**src/rtl/led_blink_scheduler.sv**
```systemverilog
// led_blink_scheduler: shares one LED between three requesters, each asking
// for a burst of N visible blinks. A round-robin arbiter picks a requester
// while idle, a prescaler turns clk into PRESCALE-cycle phases, and a
// sequencer FSM plays N x (ON, OFF) followed by one GAP phase.
//
// Ports:
//   clk     system clock
//   rst_n   synchronous active-low reset (aborts any sequence, no done pulse)
//   req     request level per requester (bit i = requester i)
//   blinks  blink count per requester, bits [i*BLINKS_W +: BLINKS_W]
//   led     registered LED drive, active high
//   gnt     one-hot grant, held for the whole sequence
//   done    one-cycle completion pulse for the granted requester
//   busy    high whenever the sequencer is not idle
//
// Optional feature: define LED_DIM_EN to dim the ON phase with a 4-bit
// free-running PWM (led = pwm < DIM during ON).
module led_blink_scheduler #(
    parameter int unsigned PRESCALE   = 50000,
    parameter int unsigned PRESCALE_W = 16,
    parameter int unsigned BLINKS_W   = 3
`ifdef LED_DIM_EN
    ,
    parameter int unsigned DIM        = 4
`endif
) (
    input  logic                    clk,
    input  logic                    rst_n,
    input  logic [2:0]              req,
    input  logic [3*BLINKS_W-1:0]   blinks,
    output logic                    led,
    output logic [2:0]              gnt,
    output logic [2:0]              done,
    output logic                    busy
);

    typedef enum logic [1:0] {
        IDLE = 2'd0,
        ON   = 2'd1,
        OFF  = 2'd2,
        GAP  = 2'd3
    } state_t;

    state_t                state, state_n;
    logic [PRESCALE_W-1:0] pre, pre_n;
    logic [BLINKS_W-1:0]   cnt, cnt_n;
    logic [1:0]            last_grant, last_grant_n;
    logic [2:0]            gnt_n, done_n;
    logic                  led_n, busy_n;
    logic                  tick;
    logic [1:0]            pick;
    logic [BLINKS_W-1:0]   pick_cnt;
    logic                  led_on;

    // Round-robin pick: first requesting bit searching upward from last_grant+1.
    always_comb begin
        pick = 2'd0;
        case (last_grant)
            2'd0: begin
                if (req[1])      pick = 2'd1;
                else if (req[2]) pick = 2'd2;
                else             pick = 2'd0;
            end
            2'd1: begin
                if (req[2])      pick = 2'd2;
                else if (req[0]) pick = 2'd0;
                else             pick = 2'd1;
            end
            default: begin
                if (req[0])      pick = 2'd0;
                else if (req[1]) pick = 2'd1;
                else             pick = 2'd2;
            end
        endcase
        pick_cnt = blinks[int'(pick)*BLINKS_W +: BLINKS_W];
    end

    assign tick = (pre == PRESCALE_W'(PRESCALE - 1));

`ifdef LED_DIM_EN
    logic [3:0] pwm, pwm_n;

    // Free-running PWM; led is computed from the value the counter will hold
    // next so the registered led lines up with the registered pwm.
    assign pwm_n  = pwm + 4'd1;
    assign led_on = (32'(pwm_n) < DIM);

    always_ff @(posedge clk) begin
        if (!rst_n) pwm <= 4'd0;
        else        pwm <= pwm_n;
    end
`else
    assign led_on = 1'b1;
`endif

    // Next-state and next-output logic.
    always_comb begin
        state_n      = state;
        pre_n        = pre;
        cnt_n        = cnt;
        last_grant_n = last_grant;
        gnt_n        = gnt;
        done_n       = 3'b000;
        busy_n       = busy;
        led_n        = 1'b0;

        if (state != IDLE) begin
            pre_n = tick ? '0 : pre + PRESCALE_W'(1);
        end

        case (state)
            IDLE: begin
                pre_n = '0;
                if (req != 3'b000) begin
                    gnt_n        = 3'b001 << pick;
                    last_grant_n = pick;
                    cnt_n        = pick_cnt;
                    busy_n       = 1'b1;
                    state_n      = (pick_cnt != '0) ? ON : GAP;
                end
            end
            ON: begin
                if (tick) begin
                    state_n = OFF;
                    cnt_n   = cnt - BLINKS_W'(1);
                end
            end
            OFF: begin
                if (tick) state_n = (cnt != '0) ? ON : GAP;
            end
            GAP: begin
                if (tick) begin
                    state_n = IDLE;
                    gnt_n   = 3'b000;
                    busy_n  = 1'b0;
                    done_n  = gnt;
                end
            end
            default: state_n = IDLE;
        endcase

        led_n = (state_n == ON) && led_on;
    end

    // State and registered outputs.
    always_ff @(posedge clk) begin
        if (!rst_n) begin
            state      <= IDLE;
            pre        <= '0;
            cnt        <= '0;
            last_grant <= 2'd2;
            gnt        <= 3'b000;
            done       <= 3'b000;
            busy       <= 1'b0;
            led        <= 1'b0;
        end else begin
            state      <= state_n;
            pre        <= pre_n;
            cnt        <= cnt_n;
            last_grant <= last_grant_n;
            gnt        <= gnt_n;
            done       <= done_n;
            busy       <= busy_n;
            led        <= led_n;
        end
    end

endmodule

```
**config.mk**
```make
export PLATFORM = sky130hd
export DESIGN_NAME = led_blink_scheduler
export DESIGN_NICKNAME = d
export VERILOG_FILES = /design/src/rtl/led_blink_scheduler.sv
export SDC_FILE = /design/constraint.sdc
export NUM_CORES = 1
export LEC_CHECK = 0
export CORE_UTILIZATION = 25
export DETAILED_ROUTE_END_ITERATION = 16
export DONT_BUFFER_PORTS = 1
export SETUP_SLACK_MARGIN = 0.3
export SYNTH_ARGS = -nofsm -noshare
export SYNTH_HDL_FRONTEND = slang
export SYNTH_SLANG_ARGS = --single-unit
export TNS_END_PERCENT = 1
```
**constraint.sdc**
```tcl
create_clock -name clk -period 2.2 [get_ports clk]
set_input_delay 0.44 -clock clk [delete_from_list [all_inputs] [get_ports clk]]
set_output_delay 0.44 -clock clk [all_outputs]
set_load 0.01 [all_outputs]
```
==> results.py <==
metrics = {
    "status": {
        "status": "complete, no violations",
    },
    "timing": {
        "finalCriticalPeriod_ps": 1830,
        "drv_slew": 0,
        "setup_tns_ps": 0,
        "finalCritPeriodShare": 0.830,
        "tightestPinTransition_ps": 378,
        "slew_headroom": 0.748,
        "fin_skew_ps": 5.24,
        "hold_ws_ps": 284,
        "hold_violations": 0,
        "rsz0062_at_grt": "true",
        "setup-violations-final": 0,
        "fmax_mhz": 548,
    },
    "floorplanning": {
        "dieArea_mm2": 0.00624,
        "die_y_um": 79.0,
        "core_mm2": 0.00561,
        "ios": 22,
        "chipWidth_um": 79.0,
        "fp-row-count": 27,
        "start_util": 0.264,
    },
    "global_route": {
        "grt_pass1_vias": 1173,
        "antenna_found_initial": 0,
        "grt_pass1_wl_um": 5060,
        "grt_usage": 0.104,
        "grt_max_degree": 17,
        "grt_overflow_total": 0,
    },
    "route": {
        "ant_nets": 0,
        "vias": 1211,
        "wirelength_um": 2930,
        "wl_per_cell_um": 11.5,
        "drtIter0Drc": 67,
        "vias_per_cell": 4.75,
        "drt_first_pass_iters": 4,
        "drc": 0,
    },
    "synth": {
        "synth_seq_cells": 31,
        "syn-num-nets": 191,
        "yosysSeqAreaShare": 0.419,
        "yosys_warnings": 0,
        "synth_cells": 174,
        "synth_area_mm2": 0.00148,
        "synth_area_per_cell_um2": 8.52,
        "synthDistinctLibCells": 44,
    },
    "worst_hold_path": {
        "hold_depth": 1,
        "min_to": "state[1]",
        "hold_start": "rst_n",
        "hp-class": "input port to flip-flop",
    },
    "layout": {
        "syn_to_final_growth_pct": 13.7,
        "post_route_cells_drive_above_1_share": 0.0929,
        "final_cell_mix": "dfxtp_1, nor2_1, nand2_1",
        "final_nets": 199,
        "num_antenna_cells": 0,
        "layout_commonest_cell": "dfxtp_1",
    },
    "setup_path": {
        "critPathKind": "flip-flop to flip-flop",
        "worst_setup_path_end_kind": "flip-flop",
        "reg2reg_slack_ps": 370,
        "critPathMaxFanout": 4,
        "r2r_start": "last_grant[0]",
        "cp.arrival_ps": 2050,
        "required_ps": 2420,
        "crit-reg2reg-capture": "state[1]",
        "reg2reg_depth": 6,
        "critPathLaunchType": "flip-flop",
    },
    "clock_tree": {
        "clk_pin_slew_ps": 60,
        "cts_buffer_depth": 2,
        "cts_tree": "built",
        "cts_sinks": 31,
        "cts_root_buf": "clkbuf_8",
        "cts-htree-levels": 2,
        "clkLatencyLatePin_ps": 280,
        "cts_buffers": 5,
        "ctsHoldBuffers": 0,
    },
    "placed_design": {
        "routabilityCongestion": 0.861,
        "place_hpwl_um": 2200,
        "portBuffers": 0,
    },
    "power_and_ir_drop": {
        "p_per_area_mw_per_mm2": 794,
        "p_leak_nw": 0.609,
        "irDropWorstVdd_mv": 0.301,
    },
    "job": {
        "drv_cap": 0,
    },
}
## Yosys cell counts, drive strengths merged
| cell type | n | share of area |
|---|---|---|
| inv | 6 | 0.015 |
| clkinv | 1 | 0.0025 |
| nor2 | 27 | 0.068 |
| o31ai | 1 | 0.0051 |
| nor4bb | 1 | 0.0068 |
| a211oi | 2 | 0.014 |
| and3b | 1 | 0.0059 |
| o221ai | 1 | 0.0059 |
| dfxtp | 31 | 0.42 |
| a32o | 2 | 0.014 |
| nor3b | 3 | 0.015 |
| o21ai | 5 | 0.017 |
| nand4 | 6 | 0.025 |
| nor2b | 4 | 0.020 |
| a31oi | 1 | 0.0042 |
| nand2 | 16 | 0.041 |
| nand2b | 4 | 0.017 |
| o21bai | 1 | 0.0051 |
| a21oi | 11 | 0.040 |
| nand4b | 1 | 0.0059 |
| a21o | 2 | 0.010 |
| and2 | 3 | 0.014 |
| and4 | 1 | 0.0059 |
| and3 | 5 | 0.021 |
| nor3 | 4 | 0.014 |
| or3 | 2 | 0.0084 |
| o22ai | 1 | 0.0042 |
| xnor2 | 2 | 0.012 |
| ha | 3 | 0.025 |
| a311o | 1 | 0.0068 |
| xor2 | 10 | 0.059 |
| or2 | 2 | 0.010 |
| nor4b | 1 | 0.0059 |
| a221oi | 2 | 0.012 |
| nand3 | 5 | 0.017 |
| and4b | 1 | 0.0068 |
| a2bb2oi | 1 | 0.010 |
| a211o | 1 | 0.0059 |
| buf | 2 | 0.0068 |
## worst max-delay path by stage
stage                  start       end  slack, ps  depth (start not counted)
2_1_floorplan         req[0]  state[1]        450                          6
3_3_place_gp          req[0]  state[1]        360                          6
3_5_place_dp          req[1]  state[1]        350                          6
4_1_cts        last_grant[0]  state[1]        380                          6
5_1_grt               pre[6]  state[1]        290                          7
6_report       last_grant[0]  state[1]        370                          6
## per-layer routing
| layer | part of all wire | global-route usage | vias up |
|---|---|---|---|
| met5 | 0 | 0 | - |
| met4 | 0.015 | 0.0545 | 0 |
| met3 | 0.039 | 0.0333 | 4 |
| met2 | 0.46 | 0.167 | 18 |
| met1 | 0.49 | 0.122 | 560 |
| li1 | - | - | 629 |
## cell type report
class                   instances  area, um^2
inverters                       7        26.3
repair buffers                  3        22.5
fillers                       602        3920
multi-input cells             134         826
well taps                      72        90.1
flip-flops and latches         31         621
clock buffers                   8         100
## worst max-delay path, stage by stage, from the launching register on
cell and delay [ps]:
dfxtp_1 370, nor2b_2 220, a211oi_2 120, or2_4 270
a311o_1 330, o31ai_1 290, and2_1 160
## logic make-up (layout without fill, tap and decap cells)
family / count (synthesis) / count (layout) / share of synthesized area
simple gates: 87 / 87 / 0.308
compound gates: 32 / 32 / 0.153
flops: 31 / 31 / 0.419
xor+xnor: 12 / 12 / 0.0709
buf+inv: 9 / 18 / 0.0245
fa+ha+maj: 3 / 3 / 0.0253
## what timing repair did
| action | CTS | global route |
|---|---|---|
| setup endpoints to repair | 0 | 4 |
| gates resized for setup | 0 | 0 |
| setup buffers | 0 | 1 |
## through the flow
stage / util / power, mW / worst slack, ps / area (um^2) / std cells
6_report: 0.301 / 1.34 / 374 / 1690 / 255
5_1_grt: 0.301 / 1.43 / 290 / 1690 / 255
4_1_cts: 0.299 / 1.35 / 378 / 1680 / 254
3_5_place_dp: 0.281 / 0.869 / 348 / 1580 / 246
3_3_place_gp: 0.281 / 0.867 / 364 / 1580 / 246
2_1_floorplan: - / 0.821 / 447 / 1480 / 174
## power by group
group          total, mW  switching (mW)  leakage, nW  internal [mW]
clock              0.482           0.197       0.0515          0.285
combinational      0.217           0.123        0.305         0.0936
sequential         0.640          0.0402        0.253          0.600
## sequential cells by signal (all words and copies together), names as in the netlist
register    count
last_grant      2
pre            16
state           2
led             1
busy            1
done            3
cnt             3
gnt             3
No activity file was read; power rests on OpenSTA's default activity.
